==> src/rtl/seg7_scan_driver.sv <==
// Time-multiplexed common-anode 7-segment driver with frame-synchronous shadow loading.
// Optional leading-zero suppression is compiled in with `define SEG7_LZ_BLANK_EN.
module seg7_scan_driver #(
  parameter int DIGITS      = 4,
  parameter int REFRESH_DIV = 50000,
  parameter bit HEX_EN      = 1'b0
) (
  input  logic                  clk,
  input  logic                  rst_n,
  input  logic [4*DIGITS-1:0]   num_in,
  input  logic                  load,
  input  logic [DIGITS-1:0]     blank,
  output logic [6:0]            seg_n,
  output logic [DIGITS-1:0]     an_n,
  output logic                  upd_done
);

  localparam int DIV_W = (REFRESH_DIV > 1) ? $clog2(REFRESH_DIV) : 1;
  localparam int IDX_W = $clog2(DIGITS);

  logic [DIV_W-1:0]    r_div_cnt;
  logic [IDX_W-1:0]    r_dig_idx;
  logic [4*DIGITS-1:0] r_shadow;
  logic [4*DIGITS-1:0] r_active;
  logic                r_pending;

  logic                w_tick;
  logic                w_frame_end;
  logic [3:0]          w_nibble;
  logic                w_lz_blank;
  logic                w_dark;

  function automatic logic [6:0] decode(input logic [3:0] code);
    logic [6:0] seg;
    case (code)
      4'h0:    seg = 7'b1000000;
      4'h1:    seg = 7'b1111001;
      4'h2:    seg = 7'b0100100;
      4'h3:    seg = 7'b0110000;
      4'h4:    seg = 7'b0011001;
      4'h5:    seg = 7'b0010010;
      4'h6:    seg = 7'b0000010;
      4'h7:    seg = 7'b1111000;
      4'h8:    seg = 7'b0000000;
      4'h9:    seg = 7'b0010000;
      4'hA:    seg = HEX_EN ? 7'b0001000 : 7'b0111111;
      4'hB:    seg = HEX_EN ? 7'b0000011 : 7'b0111111;
      4'hC:    seg = HEX_EN ? 7'b1000110 : 7'b0111111;
      4'hD:    seg = HEX_EN ? 7'b0100001 : 7'b0111111;
      4'hE:    seg = HEX_EN ? 7'b0000110 : 7'b0111111;
      default: seg = HEX_EN ? 7'b0001110 : 7'b0111111;
    endcase
    return seg;
  endfunction

  assign w_tick      = (r_div_cnt == DIV_W'(REFRESH_DIV - 1));
  assign w_frame_end = w_tick && (r_dig_idx == IDX_W'(DIGITS - 1));
  assign w_nibble    = r_active[{r_dig_idx, 2'b00} +: 4];

`ifdef SEG7_LZ_BLANK_EN
  logic [DIGITS-1:0] w_lz_mask;

  // A digit is suppressed when it and every more-significant nibble are zero; digit 0 always shows.
  always_comb begin
    logic seen_nz;
    seen_nz   = 1'b0;
    w_lz_mask = '0;
    for (int i = DIGITS - 1; i >= 1; i--) begin
      seen_nz      = seen_nz | (r_active[4*i +: 4] != 4'h0);
      w_lz_mask[i] = ~seen_nz;
    end
  end

  assign w_lz_blank = w_lz_mask[r_dig_idx];
`else
  assign w_lz_blank = 1'b0;
`endif

  assign w_dark = blank[r_dig_idx] | w_lz_blank;

  always_ff @(posedge clk or negedge rst_n) begin
    if (!rst_n) begin
      r_div_cnt <= '0;
      r_dig_idx <= '0;
      r_shadow  <= '0;
      r_active  <= '0;
      r_pending <= 1'b0;
      upd_done  <= 1'b0;
      an_n      <= '1;
      seg_n     <= 7'b1111111;
    end else begin
      r_div_cnt <= w_tick ? '0 : r_div_cnt + DIV_W'(1);
      if (w_tick)
        r_dig_idx <= (r_dig_idx == IDX_W'(DIGITS - 1)) ? '0 : r_dig_idx + IDX_W'(1);

      if (load)
        r_shadow <= num_in;

      // A load landing on the frame boundary bypasses the shadow so it is not delayed a whole frame.
      upd_done <= 1'b0;
      if (w_frame_end && load) begin
        r_active  <= num_in;
        r_pending <= 1'b0;
        upd_done  <= 1'b1;
      end else if (w_frame_end && r_pending) begin
        r_active  <= r_shadow;
        r_pending <= 1'b0;
        upd_done  <= 1'b1;
      end else if (load) begin
        r_pending <= 1'b1;
      end

      an_n  <= ~(DIGITS'(1) << r_dig_idx);
      seg_n <= w_dark ? 7'b1111111 : decode(w_nibble);
    end
  end

endmodule

==> config.mk <==
export PLATFORM = sky130hd
export DESIGN_NAME = seg7_scan_driver
export DESIGN_NICKNAME = d
export VERILOG_FILES = /design/src/rtl/seg7_scan_driver.sv
export SDC_FILE = /design/constraint.sdc
export NUM_CORES = 1
export LEC_CHECK = 0
export CAP_MARGIN = 0
export CORE_MARGIN = 3
export CORE_UTILIZATION = 50
export DETAILED_ROUTE_END_ITERATION = 16
export PLACE_DENSITY = 0.88
export SLEW_MARGIN = 20
export SYNTH_ARGS = -nofsm -noshare
export SYNTH_HDL_FRONTEND = slang
export SYNTH_SLANG_ARGS = --single-unit
==> constraint.sdc <==
create_clock -name clk -period 1.8 [get_ports clk]
set_clock_uncertainty 0.1 [all_clocks]
set_input_delay 0.18 -clock clk [delete_from_list [all_inputs] [get_ports clk]]
set_output_delay 0.18 -clock clk [all_outputs]
set_load 0.02 [all_outputs]
# == Word-level counts from Yosys, hierarchy flattened ==
# Memory sizes are Yosys's and may differ from the RTL's.
# Cells that the tools add are included.
# totals
wordCells,34
output_inout_bits,12
input_bits,23
mem_count,1
mem_bits_ro,112
regBits,63
# memory_table
memory,words,width,rd,rd_clocked_by_memory_dff,write_ports,line_no,text
(no name shown),16,7,1,0,0,35,case (code)
# op_classes
bitwise,1
magnitude_cmp,1
shifts,2
n_reduce_logical,5
n_addsub,2
eq_ne,2
n_mux,12
# op_table
operator,n
$mux 16,3
$add 16x1->16 const B,1
$eq 16x16->1 const B,1
$shiftx 16x5->4,1
$mux 7,1
$mux 1,6
$not 4->4,1
$shl 1x2->4 const A,1
$logic_and 1x1->1,3
$lt 2x3->1 const B,1
$reduce_bool 3->1,1
$add 2x1->2 const B,1
$bmux 1 s2,1
$eq 2x2->1 const B,1
$mux 2,1
$reduce_bool 2->1,1

# == Logic depth before layout (Yosys ltp) ==
# Gate-level depths: netlist of run 1.
# depth
word_depth,5
depth_mapped,8
mapped_depth_nobuf,6

# == Least setup slack after synthesis of run 1 ==
# OpenSTA, ideal clock, no wires.
# synth_timing
kind,register to register
startpoint,reg r_dig_idx[0]
endpoint,reg seg_n[0]
path_slack_ps,-10
stages_incl_launch_ff,7
arrival_time_ps,1626
period_less_slack_ps,1810
setup_ps,84
n_path_buf,2
t_required_ps,1616
path_cell_list,dfrtp_1 buf_6 mux4_2 buf_6 or2_4 a21oi_4 o21ai_1
# synth_via
elab_chain_len,3
elab_cells_between_ends,5
classes_between,shift: 1; mux: 3; memory: 1
# synth_lines
item,line_no,text
start: declaration,22,logic [IDX_W-1:0] r_dig_idx;
start signal: assignment,94,r_dig_idx <= (r_dig_idx == IDX_W'(DIGITS - 1)) ? '0 : r_dig_idx + IDX_W'(1);
$shiftx 16x5->4 or $bmux 1 s2 (tied branches),"58, 79",
$mem_v2 16x7 or $mux 1 (tied branches),-,
$mux 7 (*),114,seg_n <= w_dark ? 7'b1111111 : decode(w_nibble);
end signal: assignment,114,
end: declaration,13,"output logic [6:0] seg_n,"
# Every way passes the cells marked *; elsewhere a longest branch is shown, timed or not. The select of a mux whose other input is x is not followed.
# A chain may end at the register's enable or synchronous reset.

# == Worst setup path in the final report of run 1 ==
# layout_timing
startpoint,reg r_dig_idx[0]
endpoint,reg seg_n[4]
# The elaborated chain is that of the path after synthesis.

==> flow_summary.yaml, run 1 <==
setup_path:
  worst-endpoint-required_ns: 1.97
  crit_path_max_fanout: 5
  crit_chain: "mux4_2, inv_2, ha_1, nand2b_1, nor3b_1, a21oi_1"
  critPathArrivalTime_ns: 1.95
  critPathBufInv: 1
  endpoint_kind: "flip-flop"
  critical_path_class: "reg -> reg"
  cpLargestDelayFamily: "multiplexers"
  start_kind: "flip-flop"
  cp_slowest_cell: "mux4_2"
  max_stage_delay_ns: 0.57
routing:
  drt_iter0_markers: 103
  vias_per_cell: 5.49
  num_vias: 2069
  drc_errors: 0
  avgRoutedWirePerCell_um: 14.5
  ant_nets: 0
  wl_um: 5460
  drt-pass1-iter-count: 4
power:
  p_seq_share_pct: 50.2
  switchingPower_w: 0.000630
  power.leakage_nw: 1.57
  swShare_pct: 21.3
  clock_power_share_pct: 43.1
  intPower_w: 0.00233
  combPwrFrac_pct: 6.7
  power.density_mw_per_mm2: 799
  irDropWorstVdd_v: 0.000482
cells_and_area:
  stdcell_count: 377
  layout-drive-gt1-share_pct: 28.5
  fin_nets: 333
  seq_area_mm2: 0.00159
  diodes: 0
  area_growth_pct: 26.9
  multi_input_area_mm2: 0.00126
  fillers: 420
sta:
  rsz0062_at_grt: "true"
  slew_violations: 0
  hold_violations: 0
  max_freq_mhz: 560
  fin_crit_sh_pct: 99.2
  tightest_slew_ns: 0.339
  fin_tns_setup_ns: 0
  setup_viol: 0
  whs_ns: 0.272
  relSlewSlack_pct: 77.2
  setup_slack_ns: 0.0147
  min_period_ns: 1.79
placed_design:
  hpwl_um: 3810
  gp_congestion: 0.822
  port-buffer-count: 34
  pre_cts_ws_ns: -0.0759
  dp.cells: 357
die:
  pin_count: 35
  die_x_um: 82.4
  initial_utilization_pct: 52.3
  core.rowCount: 27
  fp.dieH_um: 82.4
  dieArea_mm2: 0.00678
  core_mm2: 0.00557
logic_synthesis:
  synth_seq_area_share_pct: 54.5
  syn_avg_cell_area_um2: 11.9
  synth_edf_count: 0
  synthCells: 246
  yosysUniqueCellTypes: 39
  synth_seq_cells: 63
  syn-cell-area_mm2: 0.00292
  yosys_warnings: 0
  syn-num-nets: 279
  synthFlopType: "dfrtp_1"
  synthArstFlopShare_pct: 100
global_route:
  grt_max_degree: 64
  track_usage_pct: 18.2
  grt_busiest_layer: "met2"
  antenna_found_initial: 0
  met2_usage_pct: 27.6
  grt_pass1_vias: 2048
  grt_pass1_wl_um: 9210
  gr-total-overflow: 0
  met1_usage_pct: 24.4
  use_met3_pct: 4.45
clock_network:
  cts_buffer_depth: 2
  insertion_delay_ns: 0.34
  ctsHtreeMaxLevel: 3
  cts_tree: "yes"
  cts.clk_slew.worst_paths_ns: 0.07
  clockRootBuffer: "clkbuf_8"
  cts_buffers: 9
  clock_sinks: 63
run:
  drv_cap: 0
status:
  run_status: "complete, no violations"
min_path:
  hold_path_class: "in -> async"
## power by group through the flow
stage | combinational (W) | clock [W] | sequential (W)
floorplan | 0.0000772 | 0 | 0.00151
global placement | 0.000195 | 0 | 0.00151
detailed placement | 0.000199 | 0 | 0.00151
CTS | 0.000201 | 0.00129 | 0.00148
global route | 0.000220 | 0.00135 | 0.00149
finish | 0.000199 | 0.00127 | 0.00148
## stage by stage
stage                     cell area [um^2]  util, %  power [W]
after floorplan                       2920        -    0.00159
after global placement                3410     61.2    0.00170
after detailed placement              3410     61.2    0.00171
after CTS                             3650     65.5    0.00297
after global routing                  3700     66.4    0.00305
final                                 3700     66.4    0.00296
## layout by cell type, fill, tap and decap left out, types with 3 or more instances in the layout
cell / instances
nand4_1: 5
buf_4: 18
inv_2: 4
nand3_1: 6
a21oi_1: 3
o21ai_0: 30
o21ai_1: 11
clkdlybuf4s50_1: 33
dfrtp_1: 51
xnor2_1: 6
xor2_1: 7
clkbuf_8: 12
inv_1: 6
nor2_1: 14
mux2_2: 16
ha_1: 7
o22ai_1: 15
nand2_1: 7
dfstp_2: 11
mux4_2: 5
## worst paths after layout
path / from / endpoint / slack (ns) / depth (start not counted)
min: rst_n / r_div_cnt[9] / 0.27 / 3
max reg2reg: r_dig_idx[0] / seg_n[4] / 0.01 / 6
min reg2reg: r_div_cnt[0] / r_div_cnt[0] / 0.38 / 1
max: r_dig_idx[0] / seg_n[4] / 0.01 / 6
min in group clk: num_in[1] / r_shadow[1] / 0.38 / 2
max in group asynchronous: rst_n / seg_n[0] / 1.03 / 3
## cells in the mapped netlist, types with 3 or more instances
library cell / number / area [um^2]
a21oi_1: 3 / 15.0
and3_1: 3 / 18.8
buf_2: 4 / 20.0
buf_6: 3 / 33.8
clkbuf_1: 4 / 15.0
dfrtp_1: 52 / 1300
dfstp_2: 11 / 289
ha_1: 10 / 125
inv_1: 10 / 37.5
mux2_2: 16 / 180
mux4_2: 5 / 113
nand2_1: 7 / 26.3
nand3_1: 6 / 30.0
nand4_1: 5 / 31.3
nor2_1: 15 / 56.3
o21ai_0: 36 / 180
o21ai_1: 5 / 25.0
o22ai_1: 16 / 100
xnor2_1: 6 / 52.6
xor2_1: 7 / 61.3
## registers in the layout, indices dropped and copies added, names as in the netlist
| register | count |
|---|---|
| an_n | 4 |
| r_active | 16 |
| r_shadow | 16 |
| seg_n | 7 |
| r_div_cnt | 16 |
| r_dig_idx | 2 |
| upd_done | 1 |
| r_pending | 1 |
## layout make-up
cell class / count / area share [%]
timing repair buffer: 55 / 13.8
multi-input combinational: 160 / 34.0
inverter: 11 / 1.12
sequential: 63 / 43.0
tap: 72 / 2.43
clock inverter: 3 / 1.08
clock buffer: 13 / 4.57
## logic make-up (layout without fill, tap and decap cells)
group / count (synthesis) / after routing / share of synthesized area [%]
compound gates: 63 / 63 / 12.1
xor+xnor: 13 / 13 / 3.91
fa+ha+maj: 10 / 10 / 4.29
buf+inv: 23 / 82 / 3.91
flops: 63 / 63 / 54.5
mux: 23 / 23 / 10.7
simple gates: 51 / 51 / 10.5
## repair_timing
item,in CTS,in global routing
setup buffers,2,0
cloned,0,1
resized for setup,3,16
setup endpoints to repair,8,15
hold buffers,1,0
pin swaps,0,3
endpoints found under the hold margin,52,0
## worst reg2reg max path: cells and delay by family (launching register included)
| kind | cells | cell delay [ns] |
|---|---|---|
| adders and majority gates | 1 | 0.15 |
| and+or+nand+nor | 2 | 0.28 |
| AOI/OAI and AO/OA | 1 | 0.06 |
| muxes | 1 | 0.57 |
| buffers and inverters | 1 | 0.12 |
| DFF | 1 | 0.43 |
## routing by layer
| metal | up-vias | wire, um |
|---|---|---|
| met2 | 46 | 2570 |
| li1 | 991 | - |
| met3 | 14 | 269 |
| met4 | 0 | 127 |
| met1 | 1018 | 2490 |
| met5 | - | 0 |
(Power assumes the default switching activity.)
==> run 2: changes to the inputs <==
--- a/config.mk
+++ b/config.mk
@@ -6,10 +6,13 @@
 export NUM_CORES = 1
 export LEC_CHECK = 0
 export CAP_MARGIN = 0
+export CELL_PAD_IN_SITES_DETAIL_PLACEMENT = 1
+export CELL_PAD_IN_SITES_GLOBAL_PLACEMENT = 1
+export CORE_ASPECT_RATIO = 1.75
 export CORE_MARGIN = 3
-export CORE_UTILIZATION = 50
+export CORE_UTILIZATION = 40
 export DETAILED_ROUTE_END_ITERATION = 16
-export PLACE_DENSITY = 0.88
+export PLACE_DENSITY = 0.87
 export SLEW_MARGIN = 20
 export SYNTH_ARGS = -nofsm -noshare
 export SYNTH_HDL_FRONTEND = slang
==> run 2 against run 1 <==
  * The run now ends with setup timing left
  * Clock power up 41%
  * Fmax decreased by 2.3%
  * Flip-flop and latch count stayed put
  * Cell area increased by 3.3%
  * Critical path depth down 1
  * Setup slack got worse by 0.042 ns
  * Largest cell class unchanged
  * Largest power group is now clock
==> flow_summary.yaml, run 2 (same netlist as run 1, synthesis figures left out) <==
routing:
  vias_per_cell: 5.42
  drc_errors: 0
  num_vias: 2119
  wl_um: 6900
  ant_nets: 0
  drt-pass1-iter-count: 4
  drt_iter0_markers: 85
  avgRoutedWirePerCell_um: 17.6
sta:
  min_period_ns: 1.83
  setup_viol: 5
  hold_violations: 0
  tightest_slew_ns: 0.340
  relSlewSlack_pct: 77.1
  setup_slack_ns: -0.0273
  slew_violations: 0
  max_freq_mhz: 547
  fin_crit_sh_pct: 102
  rsz0062_at_grt: "true"
setup_path:
  rrSetupSlack_ns: -0.03
  reg2reg_depth: 5
  critPathArrivalTime_ns: 1.98
  critical_path_class: "reg -> reg"
  cp_slowest_cell: "mux4_2"
  crit_chain: "buf_6, mux4_2, or2_4, a21oi_4, o21ai_1"
  cpLargestDelayFamily: "multiplexers"
  r2r-start: "r_dig_idx[0]"
  critPathBufInv: 1
  crit_path_max_fanout: 5
  r2r-end: "seg_n[3]"
  max_stage_delay_ns: 0.54
  start_kind: "flip-flop"
  endpoint_kind: "flip-flop"
  worst-endpoint-required_ns: 1.95
cells_and_area:
  final_common_cell: "dfrtp_1"
  area_growth_pct: 31.1
  layout-drive-gt1-share_pct: 29.6
  fin_nets: 335
  largestRegisters: "r_active (16), r_div_cnt (16), r_shadow (16)"
  mostFrequentLayoutCells: "dfrtp_1 (49), clkdlybuf4s50_1 (33), o21ai_0 (28)"
  fillers: 731
  final_area_mm2: 0.00382
  diodes: 0
  stdcell_count: 391
global_route:
  met1_usage_pct: 18.9
  grt_busiest_layer: "met2"
  grt_max_degree: 64
  gr-total-overflow: 0
  antenna_found_initial: 0
  met2_usage_pct: 31.9
  grt_pass1_vias: 2355
  use_met3_pct: 4.98
  track_usage_pct: 18.0
  grt_pass1_wl_um: 11500
min_path:
  hold_path_class: "in -> async"
die:
  core.rowCount: 40
  core_mm2: 0.00696
  dieArea_mm2: 0.00839
  initial_utilization_pct: 41.9
  pin_count: 35
  fp.dieH_um: 119
  die_x_um: 70.5
placed_design:
  dp.cells: 367
  gp_congestion: 0.746
  pre_cts_ws_ns: -0.149
  placed_area_mm2: 0.00341
  hpwl_um: 4650
  port-buffer-count: 34
status:
  run_status: "complete, but fails checks"
  violations: "setup timing"
clock_network:
  cts_buffers: 9
  ctsHtreeMaxLevel: 3
  clockRootBuffer: "clkbuf_16"
  cts.clk_slew.worst_paths_ns: 0.05
  cts_buffer_depth: 2
  cts_tree: "yes"
  insertion_delay_ns: 0.33
  clock_sinks: 63
power:
  power.leakage_nw: 1.62
  power.density_mw_per_mm2: 909
  irDropWorstVdd_v: 0.000585
run:
  drv_cap: 0
==> run 2: cell count changes in the layout (fill, tap and decap cells not counted), moves of 2 or more <==
cell,before,now
buf_6,0,2
clkbuf_16,0,9
clkbuf_8,12,3
dfrtp_1,51,49
dfrtp_2,1,3
ha_4,2,0
inv_1,6,8
inv_2,4,2
o21ai_0,30,28
o21ai_1,11,13
==> run 2: timing repair <==
action,in CTS,in global routing
hold endpoints to repair,52,0
resized for setup,11,13
hold buffers,1,0
endpoints found under the setup margin,23,25
pin swaps,1,5
setup buffers,3,4
==> run 2: through the flow <==
stage               hold slack (ns)  setup TNS [ns]  util (%)  power, W
floorplan                    -0.216               0         -   0.00159
global placement              0.111         -0.0331      49.0   0.00170
detailed placement            0.119           -1.68      49.0   0.00171
CTS                           0.299         -0.0381      54.2   0.00351
global route                  0.335          -0.514      54.9   0.00361
finish                        0.286         -0.0710      54.9   0.00347
==> run 2: where the power goes <==
group,leakage (nW),internal (W),switching (W)
combinational,0.684,0.000112,0.0000877
sequential,0.781,0.00147,0.0000194
clock,0.156,0.00118,0.000606
total,1.62,0.00276,0.000713
==> run 2: routing by layer <==
layer | routed length, um | vias to the layer above
li1 | - | 992
met1 | 2540 | 1079
met2 | 3940 | 34
met3 | 217 | 14
met4 | 197 | 0
met5 | 0 | -
==> run 2: worst min-delay path, delay by kind of cell <==
kind | cells | cell delay [ns]
buffers and inverters | 3 | 0.93
==> run 2: area by class of cell <==
class / instances / area, um^2 / share of cell area (%)
Clock buffer: 13 / 270 / 7.07
Clock inverter: 3 / 40.0 / 1.05
Inverter: 11 / 41.3 / 1.08
Multi-Input combinational cell: 160 / 1240 / 32.4
Sequential cell: 63 / 1590 / 41.7
Tap cell: 84 / 105 / 2.75
Timing Repair Buffer: 57 / 531 / 13.9
==> run 2: worst max path at each step <==
stage / from / to / slack, ns / cells past startpoint
after floorplan: r_dig_idx[0] / seg_n[6] / 0.007 / 6
after global placement: r_dig_idx[0] / seg_n[4] / -0.01 / 6
after detailed placement: r_div_cnt[0] / r_active[3] / -0.15 / 5
after CTS: r_dig_idx[0] / seg_n[3] / -0.02 / 5
after global routing: r_dig_idx[0] / seg_n[3] / -0.08 / 5
final: r_dig_idx[0] / seg_n[3] / -0.03 / 5
==> run 3: changes to the inputs <==
--- a/config.mk
+++ b/config.mk
@@ -9,10 +9,10 @@
 export CELL_PAD_IN_SITES_DETAIL_PLACEMENT = 1
 export CELL_PAD_IN_SITES_GLOBAL_PLACEMENT = 1
 export CORE_ASPECT_RATIO = 1.75
-export CORE_MARGIN = 3
+export CORE_MARGIN = 5
 export CORE_UTILIZATION = 40
 export DETAILED_ROUTE_END_ITERATION = 16
-export PLACE_DENSITY = 0.87
+export PLACE_DENSITY_LB_ADDON = 0.1
 export SLEW_MARGIN = 20
 export SYNTH_ARGS = -nofsm -noshare
 export SYNTH_HDL_FRONTEND = slang
==> run 3 against run 2 <==
  * The flow now finishes without violations
  * Total power is 3.8% higher
  * Highest routed layer unchanged
  * Sequential share of layout area fell by 0.78 points
  * Worst hold slack improved by 0.012 ns
  * Critical path depth unchanged
==> flow_summary.yaml, run 3 (same netlist as run 1, synthesis figures left out) <==
status:
  run_status: "complete, no violations"
clock_network:
  insertion_delay_ns: 0.33
  cts.clk_slew.worst_paths_ns: 0.05
  cts_buffers: 9
  ctsHtreeMaxLevel: 3
  clockRootBuffer: "clkbuf_16"
  cts_buffer_depth: 2
  cts_tree: "yes"
  clock_sinks: 63
routing:
  ant_nets: 0
  drt_iter0_markers: 73
  vias_per_cell: 5.25
  drt-pass1-iter-count: 4
  avgRoutedWirePerCell_um: 17.3
  wl_um: 6790
  drc_errors: 0
  num_vias: 2065
setup_path:
  reg2reg_depth: 5
  rrSetupSlack_ns: 0.005
  crit_path_max_fanout: 4
  r2r-end: "seg_n[6]"
  crit_chain: "mux4_2, ha_4, nand2_2, a21oi_1, or2_2"
  max_stage_delay_ns: 0.60
  cp_slowest_cell: "mux4_2"
  start_kind: "flip-flop"
  worst-endpoint-required_ns: 1.95
  critPathArrivalTime_ns: 1.95
  endpoint_kind: "flip-flop"
  critical_path_class: "reg -> reg"
  r2r-start: "r_dig_idx[0]"
global_route:
  grt_max_degree: 64
  antenna_found_initial: 0
  grt_pass1_vias: 2309
  grt_pass1_wl_um: 11200
  track_usage_pct: 16.7
  gr-total-overflow: 0
power:
  power.leakage_nw: 1.64
  irDropWorstVdd_v: 0.000609
  power.density_mw_per_mm2: 926
die:
  initial_utilization_pct: 40.6
  pin_count: 35
  fp.dieH_um: 123
  core_mm2: 0.00718
  core.rowCount: 41
  die_x_um: 74.5
  dieArea_mm2: 0.00916
sta:
  relSlewSlack_pct: 76.3
  fin_crit_sh_pct: 99.7
  setup_viol: 0
  rsz0062_at_grt: "true"
  fin_tns_setup_ns: 0
  hold_violations: 0
  max_freq_mhz: 557
  min_period_ns: 1.80
  slew_violations: 0
  tightest_slew_ns: 0.354
cells_and_area:
  multi_input_area_mm2: 0.00128
  diodes: 0
  fin_nets: 335
  final_util_pct: 54.2
  largestRegisters: "r_active (16), r_div_cnt (16), r_shadow (16)"
  fillers: 791
  mostFrequentLayoutCells: "dfrtp_1 (50), clkdlybuf4s50_1 (33), o21ai_0 (31)"
  area_growth_pct: 33.5
  final_common_cell: "dfrtp_1"
  layout-drive-gt1-share_pct: 30.0
  seq_area_mm2: 0.00159
placed_design:
  port-buffer-count: 34
  gp_congestion: 0.819
  hpwl_um: 4820
min_path:
  hold_path_class: "in -> async"
run:
  drv_cap: 0
run 3: changes by cell type in the layout (fill, tap and decap cells not counted), moves of 2 or more:
cell | previous run | this run
ha_4 | 0 | 3
o21ai_0 | 28 | 31
o21ai_1 | 13 | 10
ha_1 | 8 | 6
run 3: critical path: cells and delay by family, from the launching register on:
kind	cells	cell delay (ns)
AOI/OAI and AO/OA	1	0.06
adders and majority gates	1	0.20
muxes	1	0.60
DFF	1	0.42
and+or+nand+nor	2	0.33
run 3: stage by stage:
stage	setup slack (ns)	total power (W)	std cells	cell area [um^2]	hold slack (ns)
after floorplan	0.00665	0.00159	246	2920	-0.216
after CTS	0.00391	0.00365	391	3800	0.305
after global routing	-0.0656	0.00373	393	3890	0.334
after global placement	0.00315	0.00171	374	3450	0.124
after detailed placement	-0.0742	0.00172	374	3450	0.122
final	0.00468	0.00360	393	3890	0.298
run 3: where the power goes:
| group | leakage (nW) | total (W) | switching (W) | internal, W |
|---|---|---|---|---|
| Clock | 0.166 | 0.00191 | 0.000593 | 0.00132 |
| Sequential | 0.783 | 0.00149 | 0.0000198 | 0.00147 |
| Combinational | 0.693 | 0.000203 | 0.0000910 | 0.000112 |
run 3: metal layers:
layer  GRT usage, %  up-vias  share of wire (%)
li1               -      988                  -
met2           30.7       36                 59
met1           17.3     1031                 35
met3           4.23       10                3.7
met4           7.02        0                2.1
met5              0        -                  0
run 3: what timing repair did:
| item | CTS | global route |
|---|---|---|
| pin swaps | 1 | 7 |
| gates resized for setup | 5 | 23 |
| hold endpoints to repair | 52 | 0 |
| setup buffers | 0 | 1 |
| endpoints found under the setup margin | 23 | 21 |
| hold buffers | 1 | 0 |
| gates cloned | 0 | 1 |
run 3: worst max path at each step:
stage | start | end | cells after the start
2_1_floorplan | r_dig_idx[0] | seg_n[6] | 6
3_3_place_gp | r_dig_idx[0] | seg_n[6] | 5
3_5_place_dp | r_div_cnt[7] | r_active[13] | 4
4_1_cts | r_dig_idx[0] | seg_n[3] | 6
5_1_grt | r_dig_idx[0] | seg_n[5] | 4
6_report | r_dig_idx[0] | seg_n[6] | 5
run 3: area by class of cell:
| type | instances | share of cell area (%) |
|---|---|---|
| flip-flops and latches | 63 | 40.9 |
| multi-input cells | 160 | 32.8 |
| repair buffers | 57 | 13.7 |
| clock buffers | 13 | 6.95 |
| well taps | 86 | 2.77 |
| clock inverters | 3 | 1.67 |
| inverters | 11 | 1.13 |
